--- src/rtl/nios2_sysid_pkg.sv ---
// Shared definitions for the system-ID register block: register offsets,
// CTRL bit positions and the capability word layout.
package nios2_sysid_pkg;

    localparam int ADDR_W = 4;
    localparam int DATA_W = 32;

    typedef enum logic [ADDR_W-1:0] {
        REG_ID        = 4'd0,
        REG_TIMESTAMP = 4'd1,
        REG_UPTIME_LO = 4'd2,
        REG_UPTIME_HI = 4'd3,
        REG_CTRL      = 4'd4,
        REG_CAPS      = 4'd5
    } reg_addr_e;

    localparam logic [ADDR_W-1:0] SCRATCH_BASE = 4'd8;

    localparam logic [15:0] CAPS_VERSION = 16'h0002;

    localparam int CTRL_FREEZE_BIT = 0;
    localparam int CTRL_CLEAR_BIT  = 1;

    // CAPS: [3:0] scratch word count, [14:8] uptime width, [31:16] version.
    function automatic logic [DATA_W-1:0] caps_word(input logic [3:0] num_scratch,
                                                   input logic [6:0] uptime_w);
        logic [DATA_W-1:0] w;
        w        = '0;
        w[3:0]   = num_scratch;
        w[14:8]  = uptime_w;
        w[31:16] = CAPS_VERSION;
        return w;
    endfunction

endpackage

--- src/rtl/nios2_sysid_regs_if.sv ---
// Avalon-MM slave bus bundle for the system-ID register block
// (fixed read latency 1, no waitrequest).
interface nios2_sysid_regs_if;
    import nios2_sysid_pkg::*;

    logic [ADDR_W-1:0] address;
    logic              read;
    logic              write;
    logic [DATA_W-1:0] writedata;
    logic [3:0]        byteenable;
    logic [DATA_W-1:0] readdata;
    logic              readdatavalid;

    modport master (
        output address, read, write, writedata, byteenable,
        input  readdata, readdatavalid
    );

    modport slave (
        input  address, read, write, writedata, byteenable,
        output readdata, readdatavalid
    );

endinterface

--- src/rtl/nios2_sysid_uptime.sv ---
// Free-running uptime counter with freeze and a synchronous clear that
// overrides both counting and freeze. Wraps naturally at 2^UPTIME_W.
module nios2_sysid_uptime #(
    parameter int UPTIME_W = 48
) (
    input  logic                clock,
    input  logic                reset_n,
    input  logic                freeze,
    input  logic                clear,
    output logic [UPTIME_W-1:0] count
);

    logic [UPTIME_W-1:0] count_q;

    // Count every clock unless frozen; clear has priority over everything.
    always_ff @(posedge clock or negedge reset_n) begin
        if (!reset_n) begin
            count_q <= '0;
        end else if (clear) begin
            count_q <= '0;
        end else if (!freeze) begin
            count_q <= count_q + UPTIME_W'(1);
        end
    end

    assign count = count_q;

endmodule

--- src/rtl/nios2_sysid_regs.sv ---
// System-ID / uptime / scratch register block on an Avalon-MM slave.
// Reads are registered (latency 1); a simultaneous write returns the
// pre-write value because the read mux samples state before the edge.
module nios2_sysid_regs
    import nios2_sysid_pkg::*;
#(
    parameter logic [31:0] SYSTEM_ID   = 32'h0000_0000,
    parameter logic [31:0] TIMESTAMP   = 32'd1457621591,
    parameter int          NUM_SCRATCH = 2,
    parameter int          UPTIME_W    = 48
) (
    input  logic                clock,
    input  logic                reset_n,
    nios2_sysid_regs_if.slave   bus
);

    localparam int HI_W = UPTIME_W - 32;
    localparam logic [DATA_W-1:0] CAPS_VALUE = caps_word(4'(NUM_SCRATCH), 7'(UPTIME_W));

    logic [UPTIME_W-1:0] count;
    logic [HI_W-1:0]     shadow;
    logic                ctrl_freeze;
    logic                ctrl_wr;
    logic                ctrl_clear;
    logic [DATA_W-1:0]   scratch [NUM_SCRATCH];
    logic [DATA_W-1:0]   scratch_rd;
    logic [DATA_W-1:0]   rd_data_p0;

    assign ctrl_wr    = bus.write && (bus.address == REG_CTRL);
    assign ctrl_clear = ctrl_wr && bus.writedata[CTRL_CLEAR_BIT];

    nios2_sysid_uptime #(
        .UPTIME_W (UPTIME_W)
    ) u_uptime (
        .clock   (clock),
        .reset_n (reset_n),
        .freeze  (ctrl_freeze),
        .clear   (ctrl_clear),
        .count   (count)
    );

    // CTRL.freeze is the only stored CTRL bit; clear is a pure strobe.
    always_ff @(posedge clock or negedge reset_n) begin
        if (!reset_n) begin
            ctrl_freeze <= 1'b0;
        end else if (ctrl_wr) begin
            ctrl_freeze <= bus.writedata[CTRL_FREEZE_BIT];
        end
    end

    // Latch the counter's upper bits whenever the low word is read, so a
    // LO-then-HI read pair is coherent.
    always_ff @(posedge clock or negedge reset_n) begin
        if (!reset_n) begin
            shadow <= '0;
        end else if (bus.read && (bus.address == REG_UPTIME_LO)) begin
            shadow <= count[UPTIME_W-1:32];
        end
    end

    // Byte-lane writes into the scratch words that actually exist.
    always_ff @(posedge clock or negedge reset_n) begin
        if (!reset_n) begin
            for (int i = 0; i < NUM_SCRATCH; i++) begin
                scratch[i] <= '0;
            end
        end else if (bus.write) begin
            for (int i = 0; i < NUM_SCRATCH; i++) begin
                if (bus.address == SCRATCH_BASE + 4'(i)) begin
                    for (int b = 0; b < 4; b++) begin
                        if (bus.byteenable[b]) begin
                            scratch[i][8*b +: 8] <= bus.writedata[8*b +: 8];
                        end
                    end
                end
            end
        end
    end

    // Scratch read select; absent words fall through as zero.
    always_comb begin
        scratch_rd = '0;
        for (int i = 0; i < NUM_SCRATCH; i++) begin
            if (bus.address == SCRATCH_BASE + 4'(i)) begin
                scratch_rd = scratch[i];
            end
        end
    end

    // Read mux over the pre-edge register state.
    always_comb begin
        rd_data_p0 = '0;
        case (bus.address)
            REG_ID:        rd_data_p0 = SYSTEM_ID;
            REG_TIMESTAMP: rd_data_p0 = TIMESTAMP;
            REG_UPTIME_LO: rd_data_p0 = count[31:0];
            REG_UPTIME_HI: rd_data_p0[HI_W-1:0] = shadow;
            REG_CTRL:      rd_data_p0[CTRL_FREEZE_BIT] = ctrl_freeze;
            REG_CAPS:      rd_data_p0 = CAPS_VALUE;
            default:       rd_data_p0 = scratch_rd;
        endcase
    end

    // ---- stage p0 -> p1: registered read response, zero when not valid ----
    always_ff @(posedge clock or negedge reset_n) begin
        if (!reset_n) begin
            bus.readdata      <= '0;
            bus.readdatavalid <= 1'b0;
        end else begin
            bus.readdatavalid <= bus.read;
            bus.readdata      <= bus.read ? rd_data_p0 : '0;
        end
    end

endmodule

--- src/flat_wrapper.sv ---
// flat-port wrapper written by rule: the top's interface ports become plain ports
module nios2_sysid_regs_flat import nios2_sysid_pkg::*;
#(
    parameter logic [31:0] SYSTEM_ID   = 32'h0000_0000,
    parameter logic [31:0] TIMESTAMP   = 32'd1457621591,
    parameter int          NUM_SCRATCH = 2,
    parameter int          UPTIME_W    = 48
)
  (clock, reset_n, bus_address, bus_read, bus_write, bus_writedata, bus_byteenable, bus_readdata, bus_readdatavalid);
  nios2_sysid_regs_if bus_i ();
  input  logic clock;
  input  logic reset_n;
  input wire logic [$bits(bus_i.address)-1:0] bus_address;
  input wire logic [$bits(bus_i.read)-1:0] bus_read;
  input wire logic [$bits(bus_i.write)-1:0] bus_write;
  input wire logic [$bits(bus_i.writedata)-1:0] bus_writedata;
  input wire logic [$bits(bus_i.byteenable)-1:0] bus_byteenable;
  output wire logic [$bits(bus_i.readdata)-1:0] bus_readdata;
  output wire logic [$bits(bus_i.readdatavalid)-1:0] bus_readdatavalid;
  assign bus_i.address = bus_address;
  assign bus_i.read = bus_read;
  assign bus_i.write = bus_write;
  assign bus_i.writedata = bus_writedata;
  assign bus_i.byteenable = bus_byteenable;
  assign bus_readdata = bus_i.readdata;
  assign bus_readdatavalid = bus_i.readdatavalid;
  nios2_sysid_regs #(.SYSTEM_ID(SYSTEM_ID), .TIMESTAMP(TIMESTAMP), .NUM_SCRATCH(NUM_SCRATCH), .UPTIME_W(UPTIME_W)) u_core (.clock(clock), .reset_n(reset_n), .bus(bus_i));
endmodule
--- config.mk ---
export PLATFORM = sky130hd
export DESIGN_NAME = nios2_sysid_regs_flat
export DESIGN_NICKNAME = d
export VERILOG_FILES = /design/src/rtl/nios2_sysid_pkg.sv /design/src/rtl/nios2_sysid_regs_if.sv /design/src/rtl/nios2_sysid_uptime.sv /design/src/rtl/nios2_sysid_regs.sv /design/src/flat_wrapper.sv
export SDC_FILE = /design/constraint.sdc
export NUM_CORES = 1
export LEC_CHECK = 0
export CELL_PAD_IN_SITES_DETAIL_PLACEMENT = 0
export CELL_PAD_IN_SITES_GLOBAL_PLACEMENT = 2
export CORE_AREA = 2 2 142 144
export CTS_BUF_LIST = sky130_fd_sc_hd__clkbuf_4
export CTS_CLUSTER_DIAMETER = 30
export DETAILED_ROUTE_END_ITERATION = 10
export DIE_AREA = 0 0 144 146
export PLACE_DENSITY = 0.79
export RECOVER_POWER = 100
export SYNTH_ARGS = -nofsm -noshare
export SYNTH_HDL_FRONTEND = slang
export SYNTH_SLANG_ARGS = --single-unit
export TNS_END_PERCENT = 100
--- constraint.sdc ---
create_clock -name clock -period 2.05 [get_ports clock]
set_input_delay 0.3075 -clock clock [delete_from_list [all_inputs] [get_ports clock]]
set_output_delay 0.3075 -clock clock [all_outputs]
set_load 0.05 [all_outputs]
==> flow_summary.json <==
{
  "p_total_mw": 7.50,
  "cap_violations": 0,
  "fillerInstances": 1764,
  "peakVddDrop_v": 0.000479,
  "synth_top_family_by_area": "simple AND/OR/NAND/NOR gates",
  "cp.depth": 8,
  "min-delay-path-class": "in -> reg",
  "groute.usage.overall": 0.213,
  "dp_hpwl_mm": 15.6,
  "slew_violations": 0,
  "crit_path_cell_trace": "dlygate4sd3_1 -> clkbuf_1 -> nor3b_1 -> clkbuf_2 -> buf_4 -> a221oi_1 -> buf_4 -> nor3b_1",
  "outcome": "completed",
  "ant_nets": 0,
  "rsz0062_at_grt": "false",
  "setup_viol": 0,
  "endpoint": "u_core.bus.readdata[6]$_DFF_PN0_",
  "row_count": 51,
  "leakage_nw": 4.28,
  "htree_num_levels": 4,
  "hold_viol_final": 0,
  "firstDrtPassIters": 5,
  "clock.fmax_ghz": 0.493,
  "dr_total_vias": 6133,
  "cts_tree": "done",
  "utilization": 0.494,
  "period_needed_ps": 2030,
  "synthCells": 664,
  "synth_compound_area_frac": 0.107,
  "gp_congestion": 0.804,
  "syn_area_um2": 7670,
  "overflow": 0,
  "drc": 0,
  "ff2ff_path_depth": 6,
  "cp_top_family": "buffers and inverters",
  "initial_core_util": 0.397,
  "reg2reg_slack_ps": 100,
  "yosysUniqueCellTypes": 53,
  "wire_per_inst_um": 19.6,
  "max_stage_delay_ps": 640,
  "synth_flop_cell": "dfrtp_1",
  "grt_pass1_vias": 6330,
  "fin_skew_ps": 22.1,
  "yosys.area.top_type": "dfrtp_1",
  "muxShareOfSynthArea": 0.141,
  "synthXorXnorAreaFrac": 0.0126,
  "worstHoldStart": "bus_writedata[20]",
  "worstPathMaxFanout": 17,
  "die-area_um2": 21000,
  "coreArea_um2": 19300,
  "ys_top_cells_by_count": "162 x dfrtp_1, 56 x nand2_1, 49 x mux2_2",
  "crit_path_end_kind": "register",
  "synthSimpleGateAreaFrac": 0.168,
  "fin_crit_sh": 0.989,
  "synth_seq_cells": 162,
  "clkSlewWorstSetupHoldPaths_ps": 170,
  "path_class": "in -> reg",
  "crit_arrival_ps": 2480,
  "grt_antenna_before_repair": 1,
  "vias_per_cell": 5.60,
  "cts_made_buffers": 17,
  "synth_edf_count": 0,
  "startpoint_type": "primary input",
  "multi_input_area_um2": 3300,
  "syn_area_per_cell_um2": 11.6,
  "ys_warn_count": 0,
  "drt_iter0_markers": 304,
  "grt_start_max_net_pins": 49,
  "r2r-start": "u_core.u_uptime.count[0]$_DFFE_PN0P_",
  "fp.dieW_um": 144,
  "areaGrowthSynthToFinish_pct": 24.6,
  "async_flop_share": 1.00,
  "synthAdderAreaFrac": 0.00163,
  "ys_seq_area_frac": 0.528,
  "relSlewSlack": 0.310,
  "clockBufferDepth": 2,
  "reg2reg_to": "u_core.u_uptime.count[24]$_DFFE_PN0P_",
  "clkLatencyLatePin_ps": 590,
  "required_ps": 2510,
  "ios": 77,
  "die_h_um": 146,
  "tightest_slew_ps": 1030,
  "cts-root-buf": "clkbuf_4",
  "grt_pass1_wl_mm": 34.7,
  "cp-startpoint": "bus_address[1]",
  "yosysTopAreaCellShare": 0.528,
  "io_buffers": 76,
  "crit_path_top_delay_cell": "dlygate4sd3_1",
  "drive_above_1_share": 0.231,
  "crit_buf_inv": 5,
  "synth_area_leaders": "dfrtp_1 53%, mux2_2 7.2%, mux2_1 4.7%",
  "power_density_nw_per_um2": 784,
  "ff_latch_area_um2": 4060,
  "totalWireLength_mm": 21.5,
  "cts_sinks": 162,
  "post-synth-top-count-cell": "dfrtp_1",
  "syn_nets": 709,
  "final_nets": 862
}
==> worst min-delay path by stage <==
stage | endpoint | slack [ps] | cells past startpoint
final | u_core.scratch[20]$_DFFE_PN0P_ | 330 | 2
after global routing | u_core.scratch[7]$_DFFE_PN0P_ | 280 | 2
after CTS | u_core.u_uptime.count[27]$_DFFE_PN0P_ | 170 | 2
after detailed placement | u_core.u_uptime.count[41]$_DFFE_PN0P_ | 260 | 1
after global placement | u_core.u_uptime.count[27]$_DFFE_PN0P_ | 260 | 1
after floorplan | u_core.bus.readdata[0]$_DFF_PN0_ | 10 | 0
==> what timing repair did <==
| action | CTS | global route |
|---|---|---|
| hold buffers | 1 | 0 |
| gates cloned | 0 | 0 |
| endpoints found under the hold margin | 90 | 0 |
| gates resized for setup | 33 | 9 |
| setup buffers | 0 | 1 |
| pin swaps | 0 | 1 |
| endpoints found under the setup margin | 33 | 11 |
==> layer usage <==
metal  share of wire  track usage
met3           0.041       0.0329
met2            0.48        0.336
met4           0.015       0.0701
met1            0.46        0.300
met5               0            0
==> cells in the final DEF, fill, tap and decap left out, types with 16 or more instances in the layout <==
| cell type | Yosys | routed |
|---|---|---|
| dfrtp_1 | 162 | 161 |
| clkbuf_4 | 0 | 25 |
| nand2b_1 | 18 | 18 |
| nand2_1 | 56 | 56 |
| buf_4 | 14 | 77 |
| mux2i_1 | 17 | 17 |
| mux2_2 | 49 | 49 |
| a221oi_1 | 30 | 30 |
| clkdlybuf4s50_1 | 0 | 40 |
| a21oi_1 | 35 | 35 |
| nand4_1 | 22 | 22 |
| mux2_1 | 32 | 32 |
| dlygate4sd2_1 | 0 | 33 |
| nor2_1 | 16 | 16 |
==> stage by stage <==
step / area, um^2 / hold slack (ps) / setup TNS (ps) / setup WS, ps / instances
6_report: 9560 / 330 / 0 / 22.8 / 1096
4_1_cts: 9710 / 170 / 0 / 39.9 / 1094
3_3_place_gp: 9450 / 257 / -21460 / -248 / 1061
5_1_grt: 9560 / 278 / 0 / 5.55 / 1096
3_5_place_dp: 9450 / 263 / -24900 / -276 / 1061
2_1_floorplan: 7670 / 11.9 / 0 / 330 / 664
==> report_power, final <==
part	internal (mW)	total [mW]	switching [mW]
Combinational	0.756	1.57	0.812
Sequential	3.65	3.98	0.321
Clock	0.583	1.96	1.37
Total	4.99	7.50	2.51
==> flip-flops by register name (all words and copies together) (netlist names) <==
| signal | cells |
|---|---|
| u_core.scratch | 64 |
| u_core.u_uptime.count | 48 |
| u_core.bus.readdata | 32 |
| u_core.shadow | 16 |
| u_core.bus.readdatavalid | 1 |
| u_core.ctrl_freeze | 1 |
==> logic make-up after synthesis <==
kind of cell,Yosys count
simple gates,216
flops,162
compound gates,118
mux,98
buf+inv,58
xor+xnor,11
fa+ha+maj,1
==> final cells by class <==
cell class,count,share of cell area
sequential,162,0.424
inverter,3,0.00118
antenna,1,0.000262
clock inverter,14,0.0161
clock buffer,18,0.0141
multi-input combinational,444,0.345
timing repair buffer,189,0.165
tap,265,0.0347
Power figures use the tool's default switching activity.
